$ cat src/rtl/reg_scoreboard_pkg.sv
// reg_scoreboard_pkg
// Shared register-index definitions for the scoreboard, register file and
// decode. Holds the architectural register count, index width, the
// hardwired zero register index and the default counter width.
package reg_scoreboard_pkg;

   localparam int NREGS     = 32;
   localparam int REG_IDX_W = 5;
   localparam int ZERO_IDX  = 31;
   localparam int CNT_W     = 2;

   typedef logic [REG_IDX_W-1:0] reg_idx_t;

endpackage

$ cat src/rtl/reg_scoreboard_sat_counter.sv
// sb_sat_counter
// Outstanding-write counter for one architectural register.
// Ports:
//   clk, reset_n : clock, asynchronous active-low reset
//   inc          : one more write to this register issued
//   dec          : one write to this register retired
//   clr          : flush; wins over inc/dec
//   cnt          : current count
//   nonzero      : registered (cnt != 0), loaded from the next-state count
//   max          : count is at its saturation value
// The caller never raises inc at max or dec at zero (unless inc is also set),
// so no wrap protection is needed here.
module sb_sat_counter #(
   parameter int CNT_W = 2
) (
   input  logic             clk,
   input  logic             reset_n,
   input  logic             inc,
   input  logic             dec,
   input  logic             clr,
   output logic [CNT_W-1:0] cnt,
   output logic             nonzero,
   output logic             max
);

   logic [CNT_W-1:0] cnt_q, cnt_d;
   logic             nz_q;

   always_comb begin
      cnt_d = cnt_q;
      if (clr)             cnt_d = '0;
      else if (inc && !dec) cnt_d = cnt_q + CNT_W'(1);
      else if (dec && !inc) cnt_d = cnt_q - CNT_W'(1);
   end

   always_ff @(posedge clk or negedge reset_n) begin
      if (!reset_n) begin
         cnt_q <= '0;
         nz_q  <= 1'b0;
      end else begin
         cnt_q <= cnt_d;
         nz_q  <= |cnt_d;
      end
   end

   assign cnt     = cnt_q;
   assign nonzero = nz_q;
   assign max     = &cnt_q;

endmodule

$ cat src/rtl/reg_scoreboard.sv
// reg_scoreboard
// Pending-write tracker in decode. Counts outstanding writes per
// architectural register, flags RAW hazards on the A/B read selects and
// stalls issue on a pending operand or a saturated destination counter.
// Register ZERO_IDX is never tracked.
// Ports:
//   clk, reset_n             : clock, asynchronous active-low reset
//   issue_valid/ready        : decode handshake (ready = !stall)
//   issue_wen/dsel/asel/bsel : destination and operand selects
//   wb_valid, wb_dsel        : writeback retire
//   flush                    : discard all outstanding writes
//   hazard_a/b, stall        : combinational hazard outputs
//   busy_mask                : registered per-register busy bits
//   err                      : sticky retire-with-nothing-pending error
// Build option: REG_SCOREBOARD_WB_BYPASS_EN suppresses a read hazard when
// the last pending write to that register retires in the same cycle.
module reg_scoreboard
   import reg_scoreboard_pkg::*;
#(
   parameter int NREGS    = reg_scoreboard_pkg::NREGS,
   parameter int CNT_W    = reg_scoreboard_pkg::CNT_W,
   parameter int ZERO_IDX = reg_scoreboard_pkg::ZERO_IDX
) (
   input  logic                     clk,
   input  logic                     reset_n,
   input  logic                     issue_valid,
   output logic                     issue_ready,
   input  logic                     issue_wen,
   input  logic [$clog2(NREGS)-1:0] issue_dsel,
   input  logic [$clog2(NREGS)-1:0] issue_asel,
   input  logic [$clog2(NREGS)-1:0] issue_bsel,
   input  logic                     wb_valid,
   input  logic [$clog2(NREGS)-1:0] wb_dsel,
   input  logic                     flush,
   output logic                     hazard_a,
   output logic                     hazard_b,
   output logic                     stall,
   output logic [NREGS-1:0]         busy_mask,
   output logic                     err
);

   localparam int                IDX_W = $clog2(NREGS);
   localparam logic [IDX_W-1:0]  ZIDX  = IDX_W'(ZERO_IDX);

   logic [NREGS-1:0][CNT_W-1:0] cnt;
   logic [NREGS-1:0]            nz, mx, inc, dec;
   logic                        fire, fire_wr, sat_dest;
   logic                        hz_a_raw, hz_b_raw, err_set;
   logic                        err_q;

   assign hz_a_raw = (issue_asel != ZIDX) && (|cnt[issue_asel]);
   assign hz_b_raw = (issue_bsel != ZIDX) && (|cnt[issue_bsel]);

`ifdef REG_SCOREBOARD_WB_BYPASS_EN
   // Register file forwards the retiring value, so the last pending write
   // retiring this cycle no longer blocks the read.
   assign hazard_a = hz_a_raw && !(wb_valid && wb_dsel == issue_asel &&
                                   cnt[issue_asel] == CNT_W'(1));
   assign hazard_b = hz_b_raw && !(wb_valid && wb_dsel == issue_bsel &&
                                   cnt[issue_bsel] == CNT_W'(1));
`else
   assign hazard_a = hz_a_raw;
   assign hazard_b = hz_b_raw;
`endif

   assign sat_dest    = issue_wen && (issue_dsel != ZIDX) && mx[issue_dsel];
   assign stall       = issue_valid && (hazard_a || hazard_b || sat_dest);
   assign issue_ready = !stall;
   assign fire        = issue_valid && issue_ready && !flush;
   assign fire_wr     = fire && issue_wen && (issue_dsel != ZIDX);

   // A retire to an idle register is an error, unless an issue to the same
   // register fires this cycle (retire ordered after issue) or flush drops it.
   // Retires of the zero register are ignored entirely.
   assign err_set = wb_valid && !flush && (wb_dsel != ZIDX) &&
                    (cnt[wb_dsel] == '0) && !(fire_wr && issue_dsel == wb_dsel);

   for (genvar r = 0; r < NREGS; r++) begin : g_cnt
      // Decrement only a nonzero counter; with an issue to an idle register
      // in the same cycle this leaves the count at 1.
      assign inc[r] = fire_wr && (issue_dsel == IDX_W'(r));
      assign dec[r] = wb_valid && (wb_dsel == IDX_W'(r)) && (r != ZERO_IDX) &&
                      (|cnt[r]);

      sb_sat_counter #(.CNT_W(CNT_W)) u_cnt (
         .clk     (clk),
         .reset_n (reset_n),
         .inc     (inc[r]),
         .dec     (dec[r]),
         .clr     (flush),
         .cnt     (cnt[r]),
         .nonzero (nz[r]),
         .max     (mx[r])
      );
   end

   always_ff @(posedge clk or negedge reset_n) begin
      if (!reset_n) err_q <= 1'b0;
      else if (err_set) err_q <= 1'b1;
   end

   assign busy_mask = nz;
   assign err       = err_q;

endmodule

$ cat config.mk
export PLATFORM = sky130hd
export DESIGN_NAME = reg_scoreboard
export DESIGN_NICKNAME = d
export VERILOG_FILES = /design/src/rtl/reg_scoreboard_pkg.sv /design/src/rtl/reg_scoreboard_sat_counter.sv /design/src/rtl/reg_scoreboard.sv
export SDC_FILE = /design/constraint.sdc
export NUM_CORES = 1
export LEC_CHECK = 0
export ABC_CLOCK_PERIOD_IN_PS = 10300
export CAP_MARGIN = 20
export CORE_ASPECT_RATIO = 1.2
export CORE_MARGIN = 3
export CORE_UTILIZATION = 30
export DETAILED_ROUTE_END_ITERATION = 10
export GPL_TIMING_DRIVEN = 0
export PLACE_DENSITY = 0.52
export REMOVE_ABC_BUFFERS = 1
export SLEW_MARGIN = 20
export SYNTH_ARGS = -nofsm -noshare
export SYNTH_HDL_FRONTEND = slang
export SYNTH_HIERARCHICAL = 1
export SYNTH_SLANG_ARGS = --single-unit
$ cat constraint.sdc
create_clock -name clk -period 10.3 [get_ports clk]
set_clock_uncertainty 0.2 [all_clocks]
set_input_delay 3.09 -clock clk [delete_from_list [all_inputs] [get_ports clk]]
set_output_delay 3.09 -clock clk [all_outputs]
set_load 0.05 [all_outputs]
==> metrics.yaml <==
run_status:
  outcome: "completed"
final_layout:
  seq_area_um2: 2427
  fin_cells: 1255
  final_common_cell: "a211oi_1"
  multiInputGateArea_um2: 5364
  layout-drive-gt1-share_pct: 12.50
  stdcell_area_um2: 9383
  nets: 974
  final_util_pct: 35.61
  synthToLayoutAreaGrowth_pct: 16.57
  fill_cells: 2714
  antenna_cells: 0
  layout_common_cells: "98 x a211oi_1, 97 x dfrtp_1, 77 x nor3_1"
yosys:
  ys.flop_type: "dfrtp_1"
  synth_top_area_share_pct: 30.16
  avgSynthCellArea_um2: 9.338
  synth_warnings: 6
  synth_area_leaders: "dfrtp_1 30%, a211oi_1 9.1%, mux4_2 6.7%"
  synth_largest_area_cell: "dfrtp_1"
  netlist_instances: 862
  syn_area_um2: 8049
  synth-seq-cells: 97
  synthArstFlopShare_pct: 100.0
  synth_cell_types: 54
  synth_edf_count: 0
  ys_seq_area_share_pct: 30.16
critical_path:
  critPathArrivalTime_ns: 6.83
  worstSetupStartpoint: "issue_asel[1]"
  rrSetupSlack_ns: 5.57
  path_class: "primary input to output pin"
  timing.rr.end: "g_cnt[12].u_cnt/nonzero"
  crit_required_ns: 7.01
  rr_worst_depth: 10
  start_kind: "primary input"
  cp-endpoint: "hazard_a"
  r2r_start: "g_cnt[5].u_cnt/cnt[0]"
  critPathMaxFanout: 33
  cp-end-kind: "output pin"
timing:
  worst_slew_pin_slew_ns: 1.054
  min_period_ns: 10.12
  slew_violations: 0
  setup_viol_count_final: 0
  timing.hold.ws_ns: 0.3608
  fin_tns_setup_ns: 0
  grt_setup_unrepaired: "no"
  setup_ws_ns: 0.1843
  timing.fmax_mhz: 98.86
  relSlewSlack_pct: 29.73
  fin_crit_sh_pct: 98.21
  hold_viol: 0
power_and_ir_drop:
  combPwrFrac_pct: 14.0
  p_switching_mw: 0.2384
  leakagePower_nw: 3.643
  total_power_mw: 0.8771
  p_seq_share_pct: 43.9
  switching_share_pct: 27.18
  p_int_mw: 0.6387
  vdd_ir_drop_max_v: 0.00005399
  power_density_nw_per_um2: 93.48
  clock_power_share_pct: 42.2
die:
  num_io_pins: 63
  core_um2: 26350
  die-area_um2: 28840
  die_h_um: 185.4
  row_count: 65
  die_w_um: 155.5
  initial_core_util_pct: 30.55
drt:
  wl_met1_mm: 10.31
  vias: 6834
  met3_length_mm: 1.135
  top_layer_used: "met5"
  drt-initial-drc-count: 422
  wl_mm: 23.37
  viasPerCell: 5.445
  antenna_left: 0
  drc: 0
  first_pass_iters: 4
  wire_per_inst_um: 18.62
  met2_length_mm: 11.27
cts:
  postCtsHoldBufs: 0
  cts_buffer_depth: 2
  clockRootBuffer: "clkbuf_16"
  cts_inserted_buffers: 9
  cts_tree: "done"
  path_clk_slew_ns: 0.06
  htree_levels: 3
  cts_setup_buffers: 0
  clock_sinks: 97
  clk_latency_ns: 0.36
global_route:
  grt_overflow: 0
  grt_pass1_vias: 6811
  globalRouteTotalUtil_pct: 16.60
  grt_pass1_wl_mm: 37.94
  antenna_found_initial: 2
  grt_max_degree: 61
job:
  cap_violations: 0
placed_design:
  gp_congestion: 0.9227
  numPortBuffers: 62
  placedCellCount: 1240
  hpwl_mm: 17.29
  dpl_worst_slack_ns: -0.6645
  place_area_um2: 9064
worst_hold_path:
  hp-class: "flip-flop to flip-flop"
==> state kept, by name, indices dropped and copies added (netlist names) <==
| signal | flops |
|---|---|
| g_cnt.u_cnt/cnt | 64 |
| g_cnt.u_cnt/nonzero | 32 |
| err | 1 |
==> cell type report <==
| type | count | share of cell area [%] |
|---|---|---|
| Clock buffer | 12 | 2.627 |
| Clock inverter | 3 | 0.6934 |
| Inverter | 40 | 1.614 |
| Multi-Input combinational cell | 702 | 57.17 |
| Sequential cell | 97 | 25.87 |
| Tap cell | 335 | 4.467 |
| Timing Repair Buffer | 66 | 7.561 |
==> cells by family after synthesis <==
| logic type | share of synthesized area [%] |
|---|---|
| muxes | 11.83 |
| adders and majority gates | 4.974 |
| and+or+nand+nor | 27.36 |
| xor gates and xnor gates | 7.508 |
| other | 0.04659 |
| DFF | 30.16 |
| buffers and inverters | 3.824 |
| AOI/OAI and AO/OA | 14.30 |
==> metal layers <==
metal,GRT usage [%],vias to the layer above
met5,0,-
met4,5.884,4
met3,2.641,29
met2,27.87,164
met1,21.68,3337
li1,-,3300
==> critical path, cell delays in order <==
cell and delay, ns:
clkdlybuf4s50_1 0.94, nor3_1 0.20, a21oi_1 0.17, nor3_1 0.06
or3_1 0.42, a311o_1 0.43, clkinv_2 0.54, clkdlybuf4s50_1 0.94
==> synthesized netlist by cell type, drive strengths merged (4+ instances only) <==
| cell type | count |
|---|---|
| dfrtp | 97 |
| nor3 | 106 |
| and2b | 32 |
| nand2 | 15 |
| buf | 10 |
| or2b | 31 |
| nand3 | 19 |
| xnor2 | 36 |
| nand2b | 6 |
| mux4 | 24 |
| or4 | 8 |
| ha | 32 |
| xor2 | 33 |
| inv | 40 |
| nand3b | 31 |
| nor2 | 72 |
| nor2b | 9 |
| mux2i | 40 |
| a21oi | 11 |
| nor3b | 4 |
| nand4 | 11 |
| nor4 | 4 |
| o21ai | 37 |
| clkbuf | 23 |
| a211oi | 98 |
==> how the worst min path moves through the flow <==
stage,startpoint,end,slack [ns],cells after the start
6_report,g_cnt[17].u_cnt/cnt[0],g_cnt[17].u_cnt/nonzero,0.36,1
5_1_grt,g_cnt[3].u_cnt/cnt[0],g_cnt[3].u_cnt/nonzero,0.40,1
4_1_cts,g_cnt[17].u_cnt/cnt[0],g_cnt[17].u_cnt/nonzero,0.37,1
3_5_place_dp,g_cnt[17].u_cnt/cnt[0],g_cnt[17].u_cnt/nonzero,0.36,1
3_3_place_gp,g_cnt[17].u_cnt/cnt[0],g_cnt[17].u_cnt/nonzero,0.36,1
2_1_floorplan,g_cnt[13].u_cnt/cnt[0],g_cnt[13].u_cnt/nonzero,0.31,1
==> power groups by stage <==
| stage | Clock, mW | Combinational (mW) | Sequential [mW] |
|---|---|---|---|
| after floorplan | 0 | 0.0512 | 0.395 |
| after global placement | 0 | 0.117 | 0.392 |
| after detailed placement | 0 | 0.123 | 0.392 |
| after CTS | 0.383 | 0.123 | 0.385 |
| after global routing | 0.397 | 0.132 | 0.385 |
| final | 0.370 | 0.123 | 0.385 |
==> repair_timing <==
item,4_1_cts,5_1_grt
gates cloned,0,0
setup endpoints to repair,1,1
hold endpoints to repair,0,0
gates resized for setup,8,1
Note: power is estimated with default switching activity, not from simulation.
==> RTL edit 1 (same settings) <==
Add a define of `REG_SCOREBOARD_WB_BYPASS_EN`.
--- a/src/rtl/reg_scoreboard.sv
+++ b/src/rtl/reg_scoreboard.sv
@@ -16,2 +16,4 @@
 // the last pending write to that register retires in the same cycle.
+`define REG_SCOREBOARD_WB_BYPASS_EN
+
 module reg_scoreboard
Behaviour: not the same (Yosys sat finds a counterexample within 4 cycles, from zero or initial values and one cycle with reset_n low).
==> RTL edit 1 against the unedited design <==
Count of clock-buffer cells in the layout is 1 higher; via count grew 5.9%; design area rose by 6.5%; core utilization about the same; power up 3.4%; synthesized area rose by 7.1%; routed wire length rose by 7.1%; sequential cell count did not move; non-clock buffer count down 1; worst setup slack lost 0.036 ns; largest power group is now clock.
==> RTL edit 1: results (changes against the unedited design) <==
| Metric | Value |
|---|---|
| Largest net degree at the start of global routing | 63 (was 61) |
| Rel. slew slack | 19.66% (was 29.73%) |
| Async set-reset flop share out of synthesis | 100.0% (unchanged) |
| Count of yosys warnings during synthesis | 6 (unchanged) |
| Top pwr grp | clock (was registers) |
| Switching part of the total | 27.40% (was 27.18%) |
| Status | finished, final reports clean (unchanged) |
| Syn_area_per_cell | 9.694 um2 (was 9.338 um2) |
| Share of layout cells above drive strength 1 | 13.89% (was 12.50%) |
| Area contributors post-synth | dfrtp_1 (28%), mux4_2 (9.7%), a211oi_1 (8.4%), mux2i_1 (6.0%), ha_1 (4.6%) (was dfrtp_1 (30%), a211oi_1 (9.1%), mux4_2 (6.7%), ha_1 (5.0%), mux2i_1 (5.0%)) |
| Arr. time, crit path | 6.86 ns (was 6.83 ns) |
| Initial antenna violation count | 0 (was 2) |
| GRT Util Overall | 16.31% (was 16.60%) |
| # port buffers | 62 (unchanged) |
| Pint | 0.6583 mW (was 0.6387 mW) |
| Placed inst area | 9639 um2 (was 9064 um2) |
| Peak VDD IR | 0.06961 mV (was 0.05399 mV) |
| Met2 routed WL | 12,280 um (was 11,270 um) |
| Nets | 990 (was 974) |
| First-pass GRT wire length | 39,300 um (was 37,940 um) |
| Fillers | 2,875 (was 2,714) |
| Placer congestion estimate | 0.8990 (was 0.9227) |
| Library cells used by synthesis | 59 (was 54) |
| DRT Wirelength | 25,030 um (was 23,370 um) |
| Vias in the first global route | 6,956 (was 6,811) |
| Avg WL per Cell | 19.04 um (was 18.62 um) |
| Dpl cells | 1,300 (was 1,240) |
| Slowest cell on the critical path | clkdlybuf4s50_1 (unchanged) |
| Detailed-route via count | 7,236 (was 6,834) |
| DP Worst Slack | -0.6328 ns (was -0.6645 ns) |
| Routed wl met3 | 911 um (was 1135 um) |
| ANT cells | 0 (unchanged) |
| Iter 0 DRT Violations | 437 (was 422) |
| Register area share after synthesis | 28.16% (was 30.16%) |
| Worst Path Max Fanout | 35 (was 33) |
| First-pass DRT Iterations | 5 (was 4) |
| Commonest cells in the netlist | dfrtp_1 (97), a211oi_1 (96), nor2_1 (73) (was a211oi_1 (98), dfrtp_1 (97), nor3_1 (77)) |
| HPWL after DPL | 18,310 um (was 17,290 um) |
| Met1 Wirelength | 11,370 um (was 10,310 um) |
| Sequential power | 0.385 mW (about the same) |
| Slowest cell delay on critical path | 0.85 ns (was 0.94 ns) |
| LEAKAGE | 3.821 nW (was 3.643 nW) |
| Maximum clock path buffer count | 2 (unchanged) |
| Clock latency on the worst-skew pair | 0.38 ns (was 0.36 ns) |
| DR top layer | met4 (was met5) |
| Combinational cell power | 0.132 mW (was 0.123 mW) |
| Hold Path Class | flop to flop (unchanged) |
[RTL edit 1: cell types whose count changed after synthesis, moves of 6 or more]
cell     unedited run  this run
mux2i_1            40        52
xor2_1             33        42
or4_1               8         2
mux4_2             24        37
mux2_2              0         7
a21oi_1            10         0
nor3_1             77        65
nor3_2             29         0
nor4_2              0        10
nor4_1              4        23
[RTL edit 1: final cells by class]
type	count	area, um2	area share [%]
multi-input combinational	725	5952	59.57
tap	379	474.2	4.746
sequential	97	2427	24.29
clock buffer	13	270.3	2.705
inverter	34	127.6	1.277
clock inverter	2	60.06	0.6011
timing repair buffer	65	680.7	6.812
[RTL edit 1: cell families after synthesis]
group / count (synthesis) / synth area share, %
AOI/OAI and AO/OA: 158 / 13.04
xor gates and xnor gates: 78 / 7.927
adders and majority gates: 32 / 4.646
buffers and inverters: 77 / 4.036
DFF: 97 / 28.16
muxes: 100 / 17.84
other: 1 / 0.04351
and+or+nand+nor: 346 / 24.30
[RTL edit 1: layer usage]
metal | vias up | global-route usage [%]
met1 | 3615 | 21.33
li1 | 3443 | -
met2 | 149 | 28.04
met5 | - | 0
met3 | 29 | 2.071
met4 | 0 | 5.329
[RTL edit 1: path summary, 6_finish.rpt]
kind,startpoint,end,slack [ns],cells after the start
hold reg to reg,err,err,0.40,1
hold / removal,err,err,0.40,1
max in group asynchronous,reset_n,g_cnt[25].u_cnt/nonzero,6.78,2
setup reg to reg,g_cnt[17].u_cnt/cnt[0],g_cnt[3].u_cnt/cnt[1],5.57,10
setup / recovery,issue_asel[0],issue_ready,0.15,8
min in group asynchronous,reset_n,g_cnt[5].u_cnt/nonzero,2.46,1
==> RTL edit 2 (same flow settings) <==
Without the edit above. Register the output `err` once more, cleared by the reset; this adds one clock of latency there. The other outputs are not delayed to match.
--- a/src/rtl/reg_scoreboard.sv
+++ b/src/rtl/reg_scoreboard.sv
@@ -102,3 +102,9 @@
    assign busy_mask = nz;
-   assign err       = err_q;
+   always_ff @(posedge clk or negedge reset_n) begin
+      if (!reset_n) begin
+         err <= '0;
+      end else begin
+         err <= err_q;
+      end
+   end
 
Behaviour: not the same (Yosys sat finds a counterexample within 4 cycles, from zero or initial values and one cycle with reset_n low).
==> RTL edit 2 against the unedited design <==
Sequential share of layout area is 0.50 points higher; cell count decreased by 1.1%; sequential cell count is 1 higher; design area shrank 0.89%; highest routed layer unchanged; synthesized area decreased by 1.3%; worst setup slack improved by 0.093 ns; non-clock buffer count up 2; routed wire length fell by 4.0%; critical endpoint is now issue_ready; power grew 2.8%.
==> RTL edit 2: results (changes against the unedited design) <==
| Metric | Value |
|---|---|
| Status | finished, final reports clean (unchanged) |
| Syn_area_per_cell | 9.390 um2 (was 9.338 um2) |
| Post-cts sizing count | 3 (was 8) |
| Largest net degree at the start of global routing | 57 (was 61) |
| Vias in the first global route | 6,494 (was 6,811) |
| First-pass DRT Iterations | 5 (was 4) |
| Met2 routed WL | 11,060 um (was 11,270 um) |
| Initial antenna violation count | 5 (was 2) |
| Met1 Wirelength | 9801 um (was 10,310 um) |
| Iter 0 DRT Violations | 358 (was 422) |
| First-pass GRT wire length | 36,160 um (was 37,940 um) |
| Placer congestion estimate | 0.8367 (was 0.9227) |
| Fillers | 2,649 (was 2,714) |
| LEAKAGE | 3.643 nW (about the same) |
| Clock-pin slew on the worst setup and hold paths | 0.08 ns (was 0.06 ns) |
| Nets | 962 (was 974) |
| Switching part of the total | 26.56% (was 27.18%) |
| Arr. time, crit path | 6.73 ns (was 6.83 ns) |
| GRT Util Overall | 16.02% (was 16.60%) |
| Met3 usage in global routing | 2.936% (was 2.641%) |
| Avg WL per Cell | 18.08 um (was 18.62 um) |
| Met2 usage | 27.36% (was 27.87%) |
| Register area share after synthesis | 30.87% (was 30.16%) |
| Area contributors post-synth | dfrtp_1 (31%), a211oi_1 (9.3%), mux4_2 (6.2%), nor3_1 (5.6%), mux2i_1 (5.2%) (was dfrtp_1 (30%), a211oi_1 (9.1%), mux4_2 (6.7%), ha_1 (5.0%), mux2i_1 (5.0%)) |
| Library cells used by synthesis | 56 (was 54) |
| HPWL after DPL | 16,210 um (was 17,290 um) |
[RTL edit 2: cell count changes after synthesis, sizes merged, moves of 3 or more]
cell and delta:
nand3 +17, nand4 -9, or4 -7, a21oi -6, clkbuf -6, nor3 -6
buf +4, o21ai -4, and2 +3, inv -3, nor3b -3, o21a +3
[RTL edit 2: worst max-delay path, stage by stage]
cell             delay, ns
clkdlybuf4s50_1       0.75
nor2_1                0.84
a22oi_1               0.20
a21oi_1               0.23
or4_4                 0.18
o211ai_4              0.18
buf_16                0.24
o21ai_0               0.16
clkdlybuf4s50_1       0.82
[RTL edit 2: final cells by class]
| class | count | area share [%] |
|---|---|---|
| diodes | 2 | 0.05382 |
| multi-input cells | 689 | 56.11 |
| clock buffers | 10 | 2.462 |
| clock inverters | 6 | 1.130 |
| well taps | 330 | 4.440 |
| flip-flops and latches | 98 | 26.37 |
| inverters | 38 | 1.534 |
| repair buffers | 68 | 7.898 |
[RTL edit 2: cell families after synthesis]
| logic type | after synthesis | share of synthesized area, % |
|---|---|---|
| AO/OA/AOI/OAI | 163 | 14.66 |
| XOR/XNOR | 69 | 7.608 |
| adder cells (fa/ha/maj) | 32 | 5.040 |
| buffers and inverters | 69 | 4.048 |
| flip-flops | 98 | 30.87 |
| multiplexers | 66 | 12.40 |
| other | 1 | 0.04721 |
| AND/OR/NAND/NOR | 348 | 25.33 |
[RTL edit 2: per-stage QoR]
stage / cell area [um2] / util, % / setup WS [ns] / hold WS, ns
4_1_cts: 9266 / 35.94 / 0.1989 / 0.3237
3_5_place_dp: 8932 / 34.64 / -0.06115 / 0.2901
5_1_grt: 9299 / 36.06 / 0.1617 / 0.3384
2_1_floorplan: 7802 / - / 0.9110 / 0.1758
6_report: 9299 / 36.06 / 0.2774 / 0.3264
3_3_place_gp: 8836 / 34.27 / -0.9541 / 0.2945
[RTL edit 2: power groups by stage]
stage	Sequential, mW	Clock (mW)	Combinational, mW
after floorplan	0.399	0	0.0484
after global placement	0.396	0	0.110
after detailed placement	0.396	0	0.115
after CTS	0.389	0.411	0.115
after global routing	0.389	0.424	0.127
final	0.389	0.395	0.118
[RTL edit 2: final timing paths]
| check | start | to | slack [ns] | depth (start not counted) |
|---|---|---|---|---|
| worst max-delay path | issue_dsel[1] | issue_ready | 0.28 | 9 |
| worst min-delay path | err_q | err | 0.33 | 0 |
| worst max register to register | g_cnt[4].u_cnt/cnt[0] | g_cnt[28].u_cnt/nonzero | 6.42 | 11 |
| worst min register to register | err_q | err | 0.33 | 0 |
| max in group asynchronous | reset_n | g_cnt[25].u_cnt/cnt[1] | 6.75 | 2 |
| min in group asynchronous | reset_n | g_cnt[22].u_cnt/nonzero | 2.49 | 1 |
